==> config.mk <==
export PLATFORM = sky130hd
export DESIGN_NAME = rr_mux_nx1
export DESIGN_NICKNAME = d
export VERILOG_FILES = /design/src/rtl/rr_mux_nx1.sv
export SDC_FILE = /design/constraint.sdc
export NUM_CORES = 1
export LEC_CHECK = 0
export ABC_AREA = 0
export CAP_MARGIN = 20
export CORE_MARGIN = 10
export CORE_UTILIZATION = 35
export CTS_BUF_LIST = sky130_fd_sc_hd__clkbuf_8
export DETAILED_ROUTE_END_ITERATION = 7
export GPL_ROUTABILITY_DRIVEN = 0
export PLACE_DENSITY = 0.76
export SLEW_MARGIN = 5
export SYNTH_ARGS = -nofsm -noshare
export SYNTH_HDL_FRONTEND = slang
export SYNTH_SLANG_ARGS = --single-unit
==> constraint.sdc <==
create_clock -name clk -period 2.97 [get_ports clk]
set_input_delay 0.594 -clock clk [delete_from_list [all_inputs] [get_ports clk]]
set_output_delay 0.594 -clock clk [all_outputs]
set_load 0.005 [all_outputs]
==> src/rtl/rr_mux_nx1.sv <==
// rr_mux_nx1: registered N-to-1 multiplexer with an internal round-robin or
// fixed-priority arbiter and valid/ready handshakes on both sides.
// One output register stage; a word may be loaded in the same cycle the
// previous one drains, so throughput is one word per cycle.
module rr_mux_nx1 #(
  parameter  int WIDTH = 8,
  parameter  int N     = 4,
  parameter  int MODE  = 0,
  localparam int SW    = $clog2(N)
) (
  input  logic                 clk,
  input  logic                 rst,
  input  logic [N-1:0]         in_valid,
  input  logic [N*WIDTH-1:0]   in_data,
  output logic [N-1:0]         in_ready,
  output logic                 out_valid,
  output logic [WIDTH-1:0]     out_data,
  output logic [SW-1:0]        out_sel,
  input  logic                 out_ready
);

  logic             out_valid_reg;
  logic [WIDTH-1:0] out_data_reg;
  logic [SW-1:0]    out_sel_reg;
  logic [SW-1:0]    ptr_reg;
  logic [SW-1:0]    ptr_next;

  logic [SW-1:0]    grant_idx;
  logic             grant_found;
  logic             load;
  int               scan_idx;

  logic [WIDTH-1:0] ch_data [N];

  // The output register can accept a word when empty or draining this cycle;
  // held off entirely while reset is asserted.
  assign load = !rst && (!out_valid_reg || out_ready);

  // Slice the flat input bus per channel and drive the one-hot ready.
  generate
    for (genvar gi = 0; gi < N; gi++) begin : g_chan
      assign ch_data[gi]  = in_data[gi*WIDTH +: WIDTH];
      assign in_ready[gi] = load && grant_found && (grant_idx == SW'(gi));
    end
  endgenerate

  // Arbiter: scan from the highest offset down so the nearest valid channel
  // (from ptr in round-robin, from 0 in fixed priority) is the last written.
  always_comb begin
    grant_idx   = '0;
    grant_found = 1'b0;
    scan_idx    = 0;
    for (int off = N - 1; off >= 0; off--) begin
      if (MODE == 0) begin
        scan_idx = (int'(ptr_reg) + off) % N;
      end else begin
        scan_idx = off;
      end
      if (in_valid[SW'(scan_idx)]) begin
        grant_idx   = SW'(scan_idx);
        grant_found = 1'b1;
      end
    end
  end

  // Round-robin pointer moves to the channel after the one just granted.
  always_comb begin
    ptr_next = ptr_reg;
    if (MODE == 0) begin
      if (grant_idx == SW'(N - 1)) begin
        ptr_next = '0;
      end else begin
        ptr_next = grant_idx + 1'b1;
      end
    end
  end

  // Output register and pointer update on input/output transfers.
  always_ff @(posedge clk) begin
    if (rst) begin
      out_valid_reg <= 1'b0;
      out_data_reg  <= '0;
      out_sel_reg   <= '0;
      ptr_reg       <= '0;
    end else if (load && grant_found) begin
      out_valid_reg <= 1'b1;
      out_data_reg  <= ch_data[grant_idx];
      out_sel_reg   <= grant_idx;
      ptr_reg       <= ptr_next;
    end else if (load) begin
      // Drained (or already empty) with nothing to refill: data/sel hold.
      out_valid_reg <= 1'b0;
    end
  end

  assign out_valid = out_valid_reg;
  assign out_data  = out_data_reg;
  assign out_sel   = out_sel_reg;

endmodule
-- Word level (Yosys, flattened, before mapping)
Cells that the tools add are included.
- $add $sub $neg: 4
- multiply operators: 0
- divide/modulo/power cells: 0
- $lt $le $gt $ge: 5
- eq/ne operators: 3
- shift operators: 0
- multiplexer cells: 26
- bitwise operators: 1
- reductions and logical operators: 11
- operators with widths (operator ; number):
    8-bit binary-select mux with 2-bit select ; 1
    2-bit by 4-bit < comparator with 1-bit output (second input constant) ; 4
    8-bit two-way mux ; 2
    1-bit two-way mux ; 14
    2-bit two-way mux ; 5
    1-bit binary-select mux with 2-bit select ; 4
    1-bit logical AND ; 6
    2-bit by 1-bit adder with 2-bit output (second input constant) ; 2
    2-bit adder (second input constant) ; 2
    2-bit == test (second input constant) ; 2
    3-bit >= comparator (second input constant) ; 1
    2-bit NOT with 3-bit output ; 1
    2-bit by 1-bit == test with 1-bit output (second input constant) ; 1
    1-bit logical NOT ; 2
    2-bit logical NOT ; 1
    2-bit nonzero test ; 1
    1-bit logical OR ; 1
- bits in registers: 13
- bits in latches: 0
- bits in writable memories: 0
- memory bits (read-only): 0
- input bits: 39
- output and inout bits: 15
- logic and storage cells: 54
- memories: 0

-- Longest topological paths before layout
Gate-level depths: netlist (run 1).
- depth in word-level cells: 12
- gate-level depth with buffers: 8
- mapped depth without buffers: 5

-- Worst setup path after synthesis (run 1)
OpenSTA, ideal clock, no wires.
- path type: in2out
- start point: in in_valid[1]
- end point: out in_ready[0]
- arrival: 1.510 ns
- required time: 2.376 ns
- setup slack: 0.866 ns
- cell stages on the path: 7
- path buffers: 2
- cells stage by stage: nand2b_1 -> o22a_1 -> buf_2 -> nand2_8 -> buf_12 -> nand2_1 -> nor2_1
- word-level cells in the longest chain between the ends: 9
- elaborated cells on any way between the ends: 23
- those cells by class: mux: 20; reduce/logical: 3
- ends and longest elaborated chain (element ; RTL line ; text):
    start, declared ; 13 ; input logic [N-1:0] in_valid,
    1-bit binary-select mux with 2-bit select ; 59 ; if (in_valid[SW'(scan_idx)]) begin
    1-bit two-way mux (not written as such) (2 in a row) ; 59 ;
    2-bit two-way mux / 1-bit two-way mux (equally long branches) (4 in a row) ; 59 ;
    2-bit logical NOT / 1-bit logical AND (equally long branches) ; 43 ; assign in_ready[gi] = load && grant_found && (grant_idx == SW'(gi));
    1-bit logical AND (*) ; 43 ;
    end, declared ; 15 ; output logic [N-1:0] in_ready,
Every way passes the cells marked *; elsewhere a longest branch is shown, timed or not. The select of a mux whose other input is x is not followed.

-- Worst setup path after layout (run 1)
- start point: in in_valid[3]
- end point: out in_ready[1]
- word-level cells in the longest chain between the ends: 9
- elaborated cells on any way between the ends: 23
- those cells by class: eq/ne: 1; mux: 20; reduce/logical: 2
- ends and longest elaborated chain (element ; RTL line):
    1-bit binary-select mux with 2-bit select ; 59
    1-bit two-way mux (not written as such) (2 in a row) ; 59
    2-bit two-way mux / 1-bit two-way mux (equally long branches) (4 in a row) ; 59
    2-bit by 1-bit == test with 1-bit output / 1-bit logical AND (equally long branches) ; 43
    1-bit logical AND (*) ; 43
Marks and branches as above.

==> key figures, run 1 <==
Worst setup path
  – CP max FO: 4
  – Levels on crit path: 5
  – Worst Reg-to-Reg Cells: 6
  – Worst path most repeated cell: clkdlybuf4s50_1
  – Crit path buf inv count: 2
  – Slowest-stage cell, CP: clkdlybuf4s50_1
  – Worst R2R End: out_data[2]
  – CP startpoint kind: input pin
  – Reg2Reg Setup Slack: 1.12 ns
  – Critical Path RT: 2.38 ns
  – Crit end category: output pin
  – Worst Setup Path Type: in -> out
  – Max incr delay on CP: 0.53 ns
  – Data arrival time of the worst path: 2.34 ns
  – Reg2reg start: ptr_reg[1]
  – CP Cell Sequence: clkdlybuf4s50_1 > nor4_2 > or3_4 > nor3_2 > clkdlybuf4s50_1
  – Crit-path leading delay family: buffers and inverters

STA
  – Final period utilization: 0.988
  – Max Slew Vio Count: 0
  – Max-Slew Margin vs Limit: 0.723
  – Final Hold Violating Endpoints: 0
  – Fmax: 341 MHz
  – Final setup viols: 0
  – WHS: 0.482 ns
  – Worst Clk Skew: 0.00276 ns
  – Worst slew pin tran: 0.416 ns
  – Minimum clock period: 2.93 ns

Clock tree
  – Longest Clk Path Bufs: 2
  – H-tree levels: 1
  – Clk sink count: 13
  – Clk root buf: clkbuf_8
  – Clock Pin Slew Worst Setup and Hold Paths: 0.05 ns
  – TritonCTS buffer count: 3
  – Skew-Pair Late Insertion Delay: 0.24 ns
  – CTS tree: yes

Finish
  – Register Area: 260 sq um
  – Post-Route Utilization: 0.638
  – Antenna cells: 0
  – Final instance area: 1570 sq um
  – Fin cells: 192
  – Largest register FFs: 8
  – Area delta synth->final: 75.0%
  – Fillers: 219
  – Multi-input gate area: 592 sq um
  – Share of cells above drive strength 1: 0.154
  – Layout net count: 202

Drt
  – Via count: 1,034
  – WL/cell: 16.7 microns
  – Via density: 5.39
  – Residual DRC: 0
  – TritonRoute pass-1 iters: 5
  – Final wirelength: 3210 microns
  – Final ANT Viol Nets: 0
  – Detailed Route Iter0 Violations: 22

Power and ir drop
  – Maximum vdd drop: 0.000322 V
  – P_leak: 0.640 nW
  – Overall power: 0.719 mW
  – Pwr dens: 459 nW/um^2

Placed design
  – Input/output buffers: 53
  – Hpwl dp: 2530 microns
  – Placed insts: 188
  – Dpl cell area: 1490 sq um

Floorplanning
  – Die Y: 70.6 microns
  – Num ports: 54
  – Core area: 2450 sq um
  – Row cnt: 18
  – DIE WIDTH: 70.6 microns
  – Die footprint: 4980 sq um
  – Starting Density: 0.364

Logic synthesis
  – Cell count after synthesis: 102
  – Yosys warns: 0
  – Sequential area share after synthesis: 0.291
  – Distinct cells, synth: 34
  – Synth Cell Area: 895 sq um
  – Mean Syn Cell Area: 8.77 sq um
  – Synthesized flop and latch total: 13
  – Syn_nets: 141

Global route
  – Grt total ovfl: 0
  – Vias in the first global route: 1,163
  – Initial antenna violation count: 0
  – First-pass GRT wire length: 5460 microns
  – Total GRT Usage: 0.129
  – Largest net degree at the start of global routing: 21

Job
  – Max-cap violations: 0

Hold path
  – Hold Startpoint: out_data[1]
  – Hold Crit Endpoint: out_data[1]
  – Hold depth: 2
  – HP Class: reg -> reg

Run status
  – Status: completed
## layout make-up
cell class | instances | share of cell area
Clock buffer | 3 | 0.0264
Timing Repair Buffer | 65 | 0.400
Tap cell | 30 | 0.0240
Sequential cell | 13 | 0.166
Clock inverter | 1 | 0.00240
Multi-Input combinational cell | 79 | 0.378
Inverter | 1 | 0.00240
## cells in the final DEF (no fill, tap or decap), types with 4 or more instances in the layout
cell type	n
nor2_1	6
nand2b_1	5
nand3b_1	5
a21oi_1	4
o211ai_1	4
clkdlybuf4s50_1	49
o21ai_0	5
and3_1	4
a211o_1	4
nand3_1	4
dfxtp_1	13
buf_4	12
mux2i_1	9
## tightest hold or removal path, cell delays in order, from the launching register on
cell	delay, ns
dfxtp_1	0.30
nand2b_1	0.06
a221oi_1	0.06
## what timing repair did
item,in CTS,in global routing
gates resized for setup,5,6
hold endpoints to repair,0,0
hold buffers,0,0
endpoints found under the setup margin,4,4
buffers inserted,0,0
## cells by family after synthesis
logic type | synth area share
muxes | 0.101
and+or+nand+nor | 0.245
xor gates and xnor gates | 0.00979
buffers and inverters | 0.0797
DFF | 0.291
AOI/OAI and AO/OA | 0.274
## worst max-delay path by stage
stage                start           to
2_1_floorplan  in_valid[1]  in_ready[0]
3_3_place_gp   in_valid[0]  in_ready[1]
3_5_place_dp   in_valid[0]  in_ready[1]
4_1_cts        in_valid[1]  in_ready[1]
5_1_grt        in_valid[3]  in_ready[1]
6_report       in_valid[3]  in_ready[1]
## synth_stat cells
cell type   n  area [sq um]
nand3_1     4          20.0
dfxtp_1    13           260
nand2b_1    5          31.3
o22a_1      2          17.5
a211o_1     4          35.0
xnor2_1     1          8.76
o31ai_1     1          7.51
buf_6       1          11.3
a221oi_1    3          26.3
nor4_1      1          6.26
a2111oi_2   1          15.0
inv_1       1          3.75
clkbuf_1    1          3.75
or2_1       1          6.26
mux2i_1     9          90.1
buf_4       1          7.51
and3_1      4          25.0
or3_1       1          6.26
o211ai_1    4          30.0
buf_12      1          20.0
nor2_1      6          22.5
nand2_1     3          11.3
o21a_1      1          7.51
nor3_1      4          20.0
a2111oi_0   3          26.3
a21boi_1    1          7.51
nor2b_1     2          12.5
nand3b_1    5          37.5
buf_2       5          25.0
o21ai_0     5          25.0
a221oi_2    1          15.0
o22ai_1     2          12.5
a21oi_1     4          20.0
nand2_8     1          20.0
## power breakdown
part           total [mW]  switching (mW)  leakage [nW]  internal (mW)
Sequential          0.230          0.0228         0.108          0.207
Combinational       0.338           0.143         0.504          0.195
Clock               0.151          0.0600        0.0269         0.0911
## per-stage QoR
| step | setup TNS, ns | setup WS [ns] |
|---|---|---|
| floorplan | 0 | 0.866 |
| finish | 0 | 0.0364 |
| global placement | -0.105 | -0.0856 |
| detailed placement | -0.119 | -0.0969 |
| CTS | -0.00283 | -0.00283 |
| global route | -0.000318 | -0.000318 |
## routing by layer
| layer | GRT usage | wire, microns | share of wire | vias to the layer above |
|---|---|---|---|---|
| met4 | 0.0409 | 11 | 0.0034 | 0 |
| met3 | 0.0586 | 333 | 0.10 | 2 |
| met5 | 0 | 0 | 0 | - |
| met1 | 0.141 | 1300 | 0.41 | 473 |
| met2 | 0.216 | 1570 | 0.49 | 53 |
| li1 | - | - | - | 506 |
(Power assumes the default switching activity.)
==> inputs of run 2 (changes only) <==
Settings changed: TNS_END_PERCENT set to 20.
==> key figures, run 2 (synthesized netlist as in run 1, its figures left out) <==
Worst setup path
  – Crit end category: output pin
  – Reg2reg start: ptr_reg[1]
  – CP startpoint kind: input pin
  – Worst Reg-to-Reg Cells: 6
  – Critical Path RT: 2.38 ns
  – Data arrival time of the worst path: 2.40 ns
  – CP max FO: 5
  – Critical path origin: in_valid[1]
  – Worst R2R End: out_data[2]
  – Reg2Reg Setup Slack: 1.10 ns
  – Worst Setup Path Type: in -> out

Global route
  – Largest net degree at the start of global routing: 21
  – Grt total ovfl: 0
  – First-pass GRT wire length: 5460 microns
  – Vias in the first global route: 1,163
  – Initial antenna violation count: 0
  – Total GRT Usage: 0.129

STA
  – Worst Clk Skew: 0.00261 ns
  – RSZ-0062 raised after global routing: true
  – Final Hold Violating Endpoints: 0
  – Max-Slew Margin vs Limit: 0.693
  – Worst slew pin tran: 0.457 ns
  – Fmax: 334 MHz
  – Final setup viols: 1
  – Minimum clock period: 2.99 ns
  – Max Slew Vio Count: 0
  – Final period utilization: 1.01
  – WHS: 0.482 ns
  – Final setup margin: -0.0228 ns

Floorplanning
  – Die Y: 70.6 microns
  – Num ports: 54
  – Starting Density: 0.364
  – Die footprint: 4980 sq um
  – DIE WIDTH: 70.6 microns
  – Row cnt: 18
  – Core area: 2450 sq um

Drt
  – Final ANT Viol Nets: 0
  – TritonRoute pass-1 iters: 4
  – Via density: 5.35
  – WL/cell: 16.4 microns
  – Detailed Route Iter0 Violations: 25
  – Residual DRC: 0
  – Via count: 1,027
  – Final wirelength: 3150 microns

Finish
  – Most common cell after layout, fill and taps aside: clkdlybuf4s50_1
  – Final instance area: 1550 sq um
  – Layout net count: 202
  – Antenna cells: 0
  – Fillers: 221
  – Share of cells above drive strength 1: 0.142
  – Most frequent cells in the layout: clkdlybuf4s50_1 (51), dfxtp_1 (13), buf_4 (12)
  – Area delta synth->final: 73.1%
  – Largest register FFs: 8

Power and ir drop
  – Pwr dens: 463 nW/um^2
  – P_leak: 0.620 nW
  – Maximum vdd drop: 0.000322 V

Placed design
  – Dpl cell area: 1490 sq um
  – Pre-CTS setup slack: -0.0969 ns
  – Input/output buffers: 53
  – Hpwl dp: 2530 microns

Clock tree
  – Clock Pin Slew Worst Setup and Hold Paths: 0.05 ns
  – TritonCTS buffer count: 3
  – # Post-CTS Setup Buffers: 0
  – Clk root buf: clkbuf_8
  – Clk sink count: 13
  – Longest Clk Path Bufs: 2
  – Skew-Pair Late Insertion Delay: 0.24 ns
  – Post-CTS Hold Fix Bufs: 0
  – CTS tree: yes
  – H-tree levels: 1

Hold path
  – Hold Startpoint: out_data[1]
  – Hold Crit Endpoint: out_data[1]
  – HP Class: reg -> reg
  – Hold depth: 2

Job
  – Max-cap violations: 0

Run status
  – Failing checks: setup timing
  – Status: finished, violations left
## run 2: changes by cell type in the layout (fill, tap and decap cells not counted), sizes merged
| cell | previous run | this run |
|---|---|---|
| dlymetal6s2s | 3 | 1 |
| clkdlybuf4s50 | 49 | 51 |
## run 2: how the worst max path moves through the flow
| stage | slack, ns | depth (start not counted) | to |
|---|---|---|---|
| floorplan | 0.87 | 7 | in_ready[0] |
| global placement | -0.09 | 6 | in_ready[1] |
| detailed placement | -0.1 | 6 | in_ready[1] |
| CTS | -0.003 | 6 | in_ready[1] |
| global route | -0.09 | 6 | in_ready[2] |
| finish | -0.02 | 6 | in_ready[1] |
## run 2: what timing repair did
| item | in CTS | in global routing |
|---|---|---|
| pin swaps | 0 | 0 |
| setup endpoints to repair | 4 | 4 |
| cloned | 0 | 0 |
| resized for setup | 5 | 2 |
## run 2: critical path, stage by stage
cell	delay [ns]
clkdlybuf4s50_1	0.53
a21oi_1	0.06
o21a_1	0.19
o22a_1	0.25
nor3_2	0.24
clkdlybuf4s50_1	0.53
## run 2: metrics by stage
stage	instances	util	TNS (ns)	power [mW]
floorplan	102	-	0	0.408
global route	192	0.631	-0.239	0.770
CTS	192	0.628	-0.00283	0.725
finish	192	0.631	-0.0228	0.718
detailed placement	188	0.605	-0.119	0.564
global placement	188	0.605	-0.105	0.558
## run 2: routing by layer
metal,vias to the layer above,wire length [microns],track usage
li1,507,-,-
met5,-,0,0
met4,0,20,0.0409
met3,4,331,0.0586
met2,53,1530,0.216
met1,463,1270,0.141
## run 2: power breakdown
part | internal (mW) | switching [mW] | total [mW]
Combinational | 0.195 | 0.141 | 0.336
Clock | 0.0911 | 0.0605 | 0.152
Sequential | 0.207 | 0.0234 | 0.230
Total | 0.493 | 0.225 | 0.718
## run 2: layout make-up
class / instances / area, sq um / share of cell area
sequential: 13 / 260 / 0.168
multi-input combinational: 79 / 581 / 0.375
inverter: 1 / 3.75 / 0.00242
clock inverter: 1 / 3.75 / 0.00242
tap: 30 / 37.5 / 0.0242
clock buffer: 3 / 41.3 / 0.0267
timing repair buffer: 65 / 622 / 0.401
